**config.mk**
```make
export PLATFORM = sky130hd
export DESIGN_NAME = sobel_frame_ctrl_flat
export DESIGN_NICKNAME = d
export VERILOG_FILES = /design/src/rtl/sobel_frame_ctrl_if.sv /design/src/rtl/sobel_frame_ctrl.sv /design/src/flat_wrapper.sv
export SDC_FILE = /design/constraint.sdc
export NUM_CORES = 1
export LEC_CHECK = 0
export BUFFER_PORTS_ARGS = -buffer_cell sky130_fd_sc_hd__buf_2
export CORE_ASPECT_RATIO = 1.5
export CORE_MARGIN = 2
export CORE_UTILIZATION = 48
export DETAILED_ROUTE_END_ITERATION = 12
export GPL_ROUTABILITY_DRIVEN = 0
export PLACE_DENSITY = 0.82
export SYNTH_ARGS = -nofsm -noshare
export SYNTH_HDL_FRONTEND = slang
export SYNTH_SLANG_ARGS = --single-unit
```
**constraint.sdc**
```tcl
create_clock -name clk_i -period 2.65 [get_ports clk_i]
set_clock_uncertainty 0.2 [all_clocks]
set_input_delay 0.6625 -clock clk_i [delete_from_list [all_inputs] [get_ports clk_i]]
set_output_delay 0.6625 -clock clk_i [all_outputs]
set_load 0.02 [all_outputs]
```
**src/rtl/sobel_frame_ctrl_if.sv**
```systemverilog
// Pixel-stream, line-buffer/window and gradient-core signals of the Sobel frame
// sequencer. The controller uses the slave view; its environment uses the master view.
interface sobel_frame_ctrl_if #(
   parameter int MAX_PIXEL_BITS = 8,
   parameter int COL_BITS       = 5
);
   logic                      frame_start_i;
   logic                      px_valid_i;
   logic [MAX_PIXEL_BITS-1:0] px_data_i;
   logic                      px_ready_o;
   logic                      lb_wr_en_o;
   logic [COL_BITS-1:0]       lb_addr_o;
   logic [MAX_PIXEL_BITS-1:0] lb_data_o;
   logic                      win_shift_o;
   logic                      sobel_start_o;
   logic                      sobel_done_i;
   logic [MAX_PIXEL_BITS-1:0] sobel_px_i;
   logic                      out_valid_o;
   logic [MAX_PIXEL_BITS-1:0] out_px_o;
   logic                      overrun_o;
   logic                      timeout_o;
   logic                      frame_done_o;

   modport slave (
      input  frame_start_i, px_valid_i, px_data_i, sobel_done_i, sobel_px_i,
      output px_ready_o, lb_wr_en_o, lb_addr_o, lb_data_o, win_shift_o,
             sobel_start_o, out_valid_o, out_px_o, overrun_o, timeout_o, frame_done_o
   );

   modport master (
      output frame_start_i, px_valid_i, px_data_i, sobel_done_i, sobel_px_i,
      input  px_ready_o, lb_wr_en_o, lb_addr_o, lb_data_o, win_shift_o,
             sobel_start_o, out_valid_o, out_px_o, overrun_o, timeout_o, frame_done_o
   );
endinterface

```
**src/rtl/sobel_frame_ctrl.sv**
```systemverilog
// Frame sequencer between the SPI pixel receiver and the Sobel datapath: one output
// pixel per input pixel, zero on borders, gradient core result for interior pixels.
module sobel_frame_ctrl #(
   parameter int MAX_PIXEL_BITS = 8,
   parameter int IMG_WIDTH      = 32,
   parameter int IMG_HEIGHT     = 32,
   parameter int TIMEOUT_CYCLES = 64,
   parameter int COL_BITS       = $clog2(IMG_WIDTH),
   parameter int ROW_BITS       = $clog2(IMG_HEIGHT)
) (
   input logic               clk_i,
   input logic               nreset_i,
   sobel_frame_ctrl_if.slave bus
);

   localparam int TO_BITS = (TIMEOUT_CYCLES > 1) ? $clog2(TIMEOUT_CYCLES) : 1;
   localparam logic [COL_BITS-1:0] COL_LAST  = COL_BITS'(IMG_WIDTH - 1);
   localparam logic [ROW_BITS-1:0] ROW_LAST  = ROW_BITS'(IMG_HEIGHT - 1);
   localparam logic [COL_BITS-1:0] COL_INNER = COL_BITS'(2);
   localparam logic [ROW_BITS-1:0] ROW_INNER = ROW_BITS'(2);
   localparam logic [TO_BITS-1:0]  TO_LAST   = TO_BITS'(TIMEOUT_CYCLES - 1);

   typedef enum logic [2:0] {
      S_IDLE,
      S_WAIT_PX,
      S_SHIFT,
      S_COMPUTE,
      S_WAIT_DONE,
      S_OUTPUT,
      S_FRAME_DONE
   } state_e;

   state_e                    state_q, state_d;
   logic [COL_BITS-1:0]       col_q, col_d;
   logic [ROW_BITS-1:0]       row_q, row_d;
   logic [MAX_PIXEL_BITS-1:0] px_q, px_d;
   logic [TO_BITS-1:0]        to_cnt_q, to_cnt_d;
   logic [MAX_PIXEL_BITS-1:0] out_px_q, out_px_d;
   logic                      overrun_q, overrun_d;
   logic                      timeout_q, timeout_d;
   logic                      ready_q, ready_d;
   logic                      shift_q, shift_d;
   logic                      start_q, start_d;
   logic                      out_valid_q, out_valid_d;
   logic                      frame_done_q, frame_done_d;

   always_comb begin
      // NOTE: every _d starts from its _q so no path leaves it unassigned (no latch).
      state_d   = state_q;
      col_d     = col_q;
      row_d     = row_q;
      px_d      = px_q;
      to_cnt_d  = to_cnt_q;
      out_px_d  = out_px_q;
      overrun_d = overrun_q;
      timeout_d = timeout_q;

      if (bus.frame_start_i) begin
         // Frame start beats everything, including a coincident pixel.
         state_d   = S_WAIT_PX;
         col_d     = '0;
         row_d     = '0;
         overrun_d = 1'b0;
         timeout_d = 1'b0;
      end else begin
         if (bus.px_valid_i && (state_q != S_IDLE) && (state_q != S_WAIT_PX)) begin
            overrun_d = 1'b1;
         end

         unique case (state_q)
            S_IDLE: state_d = S_IDLE;
            S_WAIT_PX: begin
               if (bus.px_valid_i) begin
                  px_d    = bus.px_data_i;
                  state_d = S_SHIFT;
               end
            end
            S_SHIFT: begin
               if ((row_q >= ROW_INNER) && (col_q >= COL_INNER)) begin
                  state_d = S_COMPUTE;
               end else begin
                  out_px_d = '0;
                  state_d  = S_OUTPUT;
               end
            end
            S_COMPUTE: begin
               to_cnt_d = '0;
               state_d  = S_WAIT_DONE;
            end
            S_WAIT_DONE: begin
               if (bus.sobel_done_i) begin
                  out_px_d = bus.sobel_px_i;
                  state_d  = S_OUTPUT;
               end else if (to_cnt_q == TO_LAST) begin
                  timeout_d = 1'b1;
                  out_px_d  = '0;
                  state_d   = S_OUTPUT;
               end else begin
                  to_cnt_d = to_cnt_q + TO_BITS'(1);
               end
            end
            S_OUTPUT: begin
               state_d = S_WAIT_PX;
               if (col_q == COL_LAST) begin
                  col_d = '0;
                  if (row_q == ROW_LAST) begin
                     row_d   = '0;
                     state_d = S_FRAME_DONE;
                  end else begin
                     row_d = row_q + ROW_BITS'(1);
                  end
               end else begin
                  col_d = col_q + COL_BITS'(1);
               end
            end
            S_FRAME_DONE: state_d = S_IDLE;
            default:      state_d = S_IDLE;
         endcase
      end

      // Strobes are decoded from the next state so they are registered with it.
      ready_d      = (state_d == S_WAIT_PX);
      shift_d      = (state_d == S_SHIFT);
      start_d      = (state_d == S_COMPUTE);
      out_valid_d  = (state_d == S_OUTPUT);
      frame_done_d = (state_d == S_FRAME_DONE);
   end

   // NOTE: state registers use non-blocking assignments so all flops update together.
   always_ff @(posedge clk_i or negedge nreset_i) begin
      if (!nreset_i) begin
         state_q      <= S_IDLE;
         col_q        <= '0;
         row_q        <= '0;
         px_q         <= '0;
         to_cnt_q     <= '0;
         out_px_q     <= '0;
         overrun_q    <= 1'b0;
         timeout_q    <= 1'b0;
         ready_q      <= 1'b0;
         shift_q      <= 1'b0;
         start_q      <= 1'b0;
         out_valid_q  <= 1'b0;
         frame_done_q <= 1'b0;
      end else begin
         state_q      <= state_d;
         col_q        <= col_d;
         row_q        <= row_d;
         px_q         <= px_d;
         to_cnt_q     <= to_cnt_d;
         out_px_q     <= out_px_d;
         overrun_q    <= overrun_d;
         timeout_q    <= timeout_d;
         ready_q      <= ready_d;
         shift_q      <= shift_d;
         start_q      <= start_d;
         out_valid_q  <= out_valid_d;
         frame_done_q <= frame_done_d;
      end
   end

   // The column counter doubles as the line-buffer address during the shift cycle.
   assign bus.px_ready_o    = ready_q;
   assign bus.lb_wr_en_o    = shift_q;
   assign bus.win_shift_o   = shift_q;
   assign bus.lb_addr_o     = col_q;
   assign bus.lb_data_o     = px_q;
   assign bus.sobel_start_o = start_q;
   assign bus.out_valid_o   = out_valid_q;
   assign bus.out_px_o      = out_px_q;
   assign bus.overrun_o     = overrun_q;
   assign bus.timeout_o     = timeout_q;
   assign bus.frame_done_o  = frame_done_q;

endmodule

```
**src/flat_wrapper.sv**
```systemverilog
// flat-port wrapper written by rule: the top's interface ports become plain ports
module sobel_frame_ctrl_flat 
#(
   parameter int MAX_PIXEL_BITS = 8,
   parameter int IMG_WIDTH      = 32,
   parameter int IMG_HEIGHT     = 32,
   parameter int TIMEOUT_CYCLES = 64,
   parameter int COL_BITS       = $clog2(IMG_WIDTH),
   parameter int ROW_BITS       = $clog2(IMG_HEIGHT)
)
  (clk_i, nreset_i, bus_frame_start_i, bus_px_valid_i, bus_px_data_i, bus_sobel_done_i, bus_sobel_px_i, bus_px_ready_o, bus_lb_wr_en_o, bus_lb_addr_o, bus_lb_data_o, bus_win_shift_o, bus_sobel_start_o, bus_out_valid_o, bus_out_px_o, bus_overrun_o, bus_timeout_o, bus_frame_done_o);
  sobel_frame_ctrl_if #(.MAX_PIXEL_BITS(MAX_PIXEL_BITS), .COL_BITS(COL_BITS)) bus_i ();
  input logic clk_i;
  input logic nreset_i;
  input wire logic [$bits(bus_i.frame_start_i)-1:0] bus_frame_start_i;
  input wire logic [$bits(bus_i.px_valid_i)-1:0] bus_px_valid_i;
  input wire logic [$bits(bus_i.px_data_i)-1:0] bus_px_data_i;
  input wire logic [$bits(bus_i.sobel_done_i)-1:0] bus_sobel_done_i;
  input wire logic [$bits(bus_i.sobel_px_i)-1:0] bus_sobel_px_i;
  output wire logic [$bits(bus_i.px_ready_o)-1:0] bus_px_ready_o;
  output wire logic [$bits(bus_i.lb_wr_en_o)-1:0] bus_lb_wr_en_o;
  output wire logic [$bits(bus_i.lb_addr_o)-1:0] bus_lb_addr_o;
  output wire logic [$bits(bus_i.lb_data_o)-1:0] bus_lb_data_o;
  output wire logic [$bits(bus_i.win_shift_o)-1:0] bus_win_shift_o;
  output wire logic [$bits(bus_i.sobel_start_o)-1:0] bus_sobel_start_o;
  output wire logic [$bits(bus_i.out_valid_o)-1:0] bus_out_valid_o;
  output wire logic [$bits(bus_i.out_px_o)-1:0] bus_out_px_o;
  output wire logic [$bits(bus_i.overrun_o)-1:0] bus_overrun_o;
  output wire logic [$bits(bus_i.timeout_o)-1:0] bus_timeout_o;
  output wire logic [$bits(bus_i.frame_done_o)-1:0] bus_frame_done_o;
  assign bus_i.frame_start_i = bus_frame_start_i;
  assign bus_i.px_valid_i = bus_px_valid_i;
  assign bus_i.px_data_i = bus_px_data_i;
  assign bus_i.sobel_done_i = bus_sobel_done_i;
  assign bus_i.sobel_px_i = bus_sobel_px_i;
  assign bus_px_ready_o = bus_i.px_ready_o;
  assign bus_lb_wr_en_o = bus_i.lb_wr_en_o;
  assign bus_lb_addr_o = bus_i.lb_addr_o;
  assign bus_lb_data_o = bus_i.lb_data_o;
  assign bus_win_shift_o = bus_i.win_shift_o;
  assign bus_sobel_start_o = bus_i.sobel_start_o;
  assign bus_out_valid_o = bus_i.out_valid_o;
  assign bus_out_px_o = bus_i.out_px_o;
  assign bus_overrun_o = bus_i.overrun_o;
  assign bus_timeout_o = bus_i.timeout_o;
  assign bus_frame_done_o = bus_i.frame_done_o;
  sobel_frame_ctrl #(.MAX_PIXEL_BITS(MAX_PIXEL_BITS), .IMG_WIDTH(IMG_WIDTH), .IMG_HEIGHT(IMG_HEIGHT), .TIMEOUT_CYCLES(TIMEOUT_CYCLES), .COL_BITS(COL_BITS), .ROW_BITS(ROW_BITS)) u_core (.clk_i(clk_i), .nreset_i(nreset_i), .bus(bus_i));
endmodule
```
* Word-level counts from Yosys, hierarchy flattened
Cells that the tools add are included.
** Word-level totals
- Output and inout bits :: 29
- Logic and storage cells :: 82
- Flip-flop bits (word level) :: 42
- Input port bits :: 21
** Operators by class
- Magnitude comparators :: 2
- Equal/unequal tests :: 19
- Bitwise operators :: 1
- Add/subtract/negate cells :: 3
- Reduce and logical (&&, ||, !) cells :: 16
- Muxes and demuxes :: 28
** Operators by type and width (count)
- $mux W5 :: 7
- $mux W8 :: 3
- $mux W3 :: 7
- $pmux W8 S2 :: 1
- $pmux W3 S5 :: 1
- $reduce_bool A2 Y1 :: 7
- $eq A3 B2 Y1 const B :: 4
- $eq A3 B3 Y1 const B :: 4
- $mux W6 :: 2
- $pmux W6 S2 :: 1
- $add A5 B1 Y5 const B :: 2
- $eq A5 B5 Y1 const B :: 2
- $ge A5 B2 Y1 const B :: 2
- $ne A2 B2 Y1 const B :: 4
- $reduce_and A4 Y1 :: 2
- $add A6 B1 Y6 const B :: 1
- $eq A3 B1 Y1 const B :: 2
- $eq A6 B6 Y1 const B :: 1
- $mux W1 :: 6
- $reduce_and A3 Y1 :: 2
- $logic_and A1 B1 Y1 :: 3
- $ne A3 B1 Y1 const B :: 1
- $ne A3 B2 Y1 const B :: 1
- $reduce_bool A3 Y1 :: 1
- other kinds (2) :: 2

* Logic depth before layout (Yosys ltp)
- Depth after elaboration :: 6
- Gate-level depth with buffers :: 9
- Depth with buffers taken out :: 8

* Worst setup path after synthesis
OpenSTA, ideal clock, no wires.
- Kind :: reg2reg
- Start point :: register, netlist name u_core.bus.lb_addr_o[1]
- End point :: register u_core.px_q[0], in the netlist u_core.bus.lb_data_o[0]
- Path buffers :: 1
- Arrival time :: 2435 ps
- Library setup time :: 125 ps
- Data required time :: 2325 ps
- Period minus slack after synthesis :: 2760 ps
- Stages on the path, launching flop included :: 10
- Slack :: -110 ps
- Cell sequence :: dfrtp_1 -> ha_1 -> and3_2 -> ha_1 -> buf_4 -> nand3_1 -> a2111oi_2 -> a31oi_2 -> nor3_4 -> mux2_2
** RTL lines
- end signal: assignment :: line sobel_frame_ctrl.sv:149 : px_q <= px_d;
- end: declaration :: line sobel_frame_ctrl.sv:36 : logic [MAX_PIXEL_BITS-1:0] px_q, px_d;

==> Implementation_results.wiki <==
{| class="wikitable"
! Metric !! Value
|-
| Worst slack at placement || -40.2 ps
|-
| Total wirelength of the detailed-routed design || 4310 um
|-
| Routed wire length per instance || 14.4 um
|-
| Total core area || about 0.0042 mm^2
|-
| Register area share after synthesis || 50.8%
|-
| Buffer depth of the longest clock path || 2
|-
| Number of vias in the routed layout || 1659
|-
| Number of DRC violations after detailed routing || 0
|-
| Placement row count || 29
|-
| Startpoint Class || register
|-
| Number of design-rule violations left by the first detailed-router iteration || just under 70
|-
| Average footprint of a synthesized cell || between 10 and 15 um^2
|-
| Synthesis Warnings || 0
|-
| Via count of the first global-routing pass || 1555
|-
| Worst EP required || 2620 ps
|-
| Vias per inst || 5.53
|-
| Primary FF master, synth || sky130_fd_sc_hd__dfrtp_1
|-
| Netlist Area Pre-Place || 0.00207 mm^2
|-
| Chip width || 57.6 um
|-
| Global route total overflow || 0
|-
| Syn Nets || 223
|-
| Switching Share || 29.5%
|-
| Count of flip-flops with a built-in enable after synthesis || 0
|-
| Most frequent cells in the layout || sky130_fd_sc_hd__buf_2, sky130_fd_sc_hd__dfrtp_1, sky130_fd_sc_hd__o21ai_0
|-
| Overall Global Routing Usage || 17.9%
|-
| Global-route wire length before repair || approximately 6900 um
|-
| Proportion of synthesized flip-flops having asynchronous set or reset || 100%
|-
| I/O pin count || 50
|-
| Antenna cell count || 0
|-
| Total iterations of the first detailed-routing run || 4
|-
| Largest area contributor in the synthesized netlist || sky130_fd_sc_hd__dfrtp_1
|-
| Final worst path period share || between 90% and 100%
|-
| HP Class || input port to asynchronous set/reset pin
|-
| Number of antenna violations at the first check in global routing || 0
|-
| Layout cells sized above 1 || 41.3%
|-
| Share of total power in the clock network || 27.6%
|-
| Total net switching power || 445 uW
|-
| Max-capacitance violation count || 0
|-
| Category of the critical setup timing path || register to register
|-
| Post-synthesis instance total || 195
|-
| Post-route setup slack || roughly 40 ps
|-
| Share of power burned in registers || roughly 51%
|-
| Number of buffers created by CTS || 5
|-
| Fillers || 334
|-
| Remaining antenna violation count || 0
|-
| Final period demand of the worst path || approximately 2600 ps
|-
| Outcome || finished, final reports clean
|-
| Count of cell types in the netlist || 41
|-
| Largest net degree at the start of global routing || 38
|-
| Tightest Pin Transition || 810 ps
|-
| Layout overhead on the synthesized area || 24.5%
|-
| Combinational share of power || approximately a fifth
|-
| Max Clk Rate || between 300 and 400 MHz
|-
| Clock transition at the registers of the reported paths || 80 ps
|-
| Port Buffer Count || 49
|-
| Critical path endpoint category || register
|-
| Number of hold violations in the final report || 0
|-
| Static leakage power || approximately 1.3 nW
|-
| Synth area leaders || sky130_fd_sc_hd__dfrtp_1, sky130_fd_sc_hd__mux2_2, sky130_fd_sc_hd__o21ai_0
|-
| Int Power || 1.06 mW
|-
| Count of hold-fix buffers inserted at cts || 0
|-
| Clock latency of the later-clocked register in the worst-skew pair || ~300 ps
|-
| Peak ir drop on the vdd network || around 0.00044 V
|-
| Number of levels in the clock H-tree || 2
|-
| Clock Root Buffer || sky130_fd_sc_hd__clkbuf_8
|-
| Arrival time reported for the critical path endpoint || between 2000 and 3000 ps
|-
| Crit path max fanout || 4
|-
| Final non-filler cell total || 300
|-
| Core Util, Final || between 60% and 70%
|-
| Vertical extent of the die || between 80 and 90 um
|-
| Hpwl dp || roughly 3000 um
|-
| Dpl cells || 289
|-
| Initial cell density of the core || just under 50%
|-
| Sinks on Clock Net || 42
|-
| Relative max-transition margin || between 40% and 50%
|-
| Total number of nets in the final design || 281
|-
| CTS tree || yes
|-
| Number of endpoints failing setup at the final stage || 0
|-
| Proportion of netlist area held by the largest area contributor || 50.8%
|-
| Most frequent standard cell in the layout excluding fill and tap cells || sky130_fd_sc_hd__buf_2
|-
| Total of flip-flops plus latches after synthesis || 42
|-
| Pins over their slew limit || 0
|-
| Pwr Density || 584 mW/mm^2
|-
| Area of the die || 0.00487 mm^2
|}
-- path summary, 6_finish.rpt --
kind	from	endpoint	slack [ps]	cells past startpoint
min in group clk_i	u_core.to_cnt_q[5]	u_core.to_cnt_q[5]	300	1
worst max register to register	u_core.bus.lb_addr_o[0]	u_core.bus.lb_data_o[2]	40	9
worst max-delay path	u_core.bus.lb_addr_o[0]	u_core.bus.lb_data_o[2]	40	9
worst min-delay path	nreset_i	u_core.bus.lb_addr_o[0]	250	1
worst min register to register	u_core.to_cnt_q[5]	u_core.to_cnt_q[5]	300	1
max in group asynchronous	nreset_i	u_core.bus.lb_data_o[0]	1380	2
-- worst max-delay path: stages (launching register included) --
cell	delay [ps]
sky130_fd_sc_hd__dfrtp_2	400
sky130_fd_sc_hd__ha_4	140
sky130_fd_sc_hd__and3_2	170
sky130_fd_sc_hd__ha_1	230
sky130_fd_sc_hd__nand3_4	110
sky130_fd_sc_hd__and3_4	180
sky130_fd_sc_hd__a211o_4	330
sky130_fd_sc_hd__nor3_4	230
sky130_fd_sc_hd__buf_6	150
sky130_fd_sc_hd__mux2_2	340
-- routing by layer --
layer	GRT usage (%)	up-vias	routed length (um)
met3	3.85	6	156
met5	0	-	0
li1	-	807	-
met4	5.71	0	54
met1	20.3	821	1680
met2	32.5	25	2420
-- Yosys cell counts (all sizes together) (2+ instances only) --
| library cell | n |
|---|---|
| dfrtp | 42 |
| o21ai | 18 |
| mux2 | 16 |
| and3 | 14 |
| nand2 | 14 |
| nor2 | 13 |
| a21oi | 8 |
| inv | 8 |
| ha | 7 |
| nand3 | 7 |
| nor3 | 7 |
| clkbuf | 5 |
| nand2b | 5 |
| buf | 4 |
| a31oi | 3 |
| o31ai | 3 |
| a2111oi | 2 |
| a21o | 2 |
| and2 | 2 |
| nor2b | 2 |
| nor3b | 2 |
-- sequential cells by signal, indices dropped and copies added (netlist names) --
signal / flops
u_core.bus.lb_wr_en_o: 1
u_core.bus.out_valid_o: 1
u_core.row_q: 5
u_core.bus.overrun_o: 1
u_core.bus.frame_done_o: 1
u_core.to_cnt_q: 6
u_core.bus.sobel_start_o: 1
u_core.bus.lb_addr_o: 5
u_core.state_q: 3
u_core.bus.px_ready_o: 1
u_core.bus.lb_data_o: 8
u_core.bus.out_px_o: 8
u_core.bus.timeout_o: 1
-- what timing repair did --
item                                    CTS  global route
endpoints found under the hold margin     0             0
endpoints found under the setup margin    8             8
pin swaps                                 1             5
resized for setup                         0            13
buffers inserted                          2             1
-- power by group through the flow --
stage / registers (mW) / clock network [mW] / logic, mW
finish: 0.769 / 0.416 / 0.321
global route: 0.778 / 0.459 / 0.351
CTS: 0.765 / 0.429 / 0.314
detailed placement: 0.778 / 0 / 0.310
global placement: 0.776 / 0 / 0.301
floorplan: 0.838 / 0 / 0.132
-- cells by family after synthesis --
kind of cell,after synthesis,synth area share (%)
flip-flops,42,50.8
multiplexers,16,8.70
buffers and inverters,17,4.23
adder cells (fa/ha/maj),7,4.23
AND/OR/NAND/NOR,72,19.3
AO/OA/AOI/OAI,41,12.7
-- cell type report --
cell class | instances | area [um^2] | area share (%)
Timing Repair Buffer | 60 | 335 | 13.0
Tap cell | 46 | 57.6 | 2.23
Inverter | 8 | 30.0 | 1.17
Clock inverter | 1 | 5.00 | 0.194
Multi-Input combinational cell | 136 | 1010 | 39.2
Sequential cell | 42 | 1050 | 40.9
Clock buffer | 7 | 86.3 | 3.35
-- through the flow --
step | setup TNS [ps] | total power [mW] | hold slack (ps) | area, um^2
finish | 0 | 1.51 | 249 | 2580
global route | -192 | 1.59 | 311 | 2580
CTS | 0 | 1.51 | 282 | 2500
detailed placement | -201 | 1.09 | 292 | 2390
global placement | 0 | 1.08 | 276 | 2390
floorplan | 0 | 0.969 | 167 | 2090
Note: power is estimated with default switching activity, not from simulation.
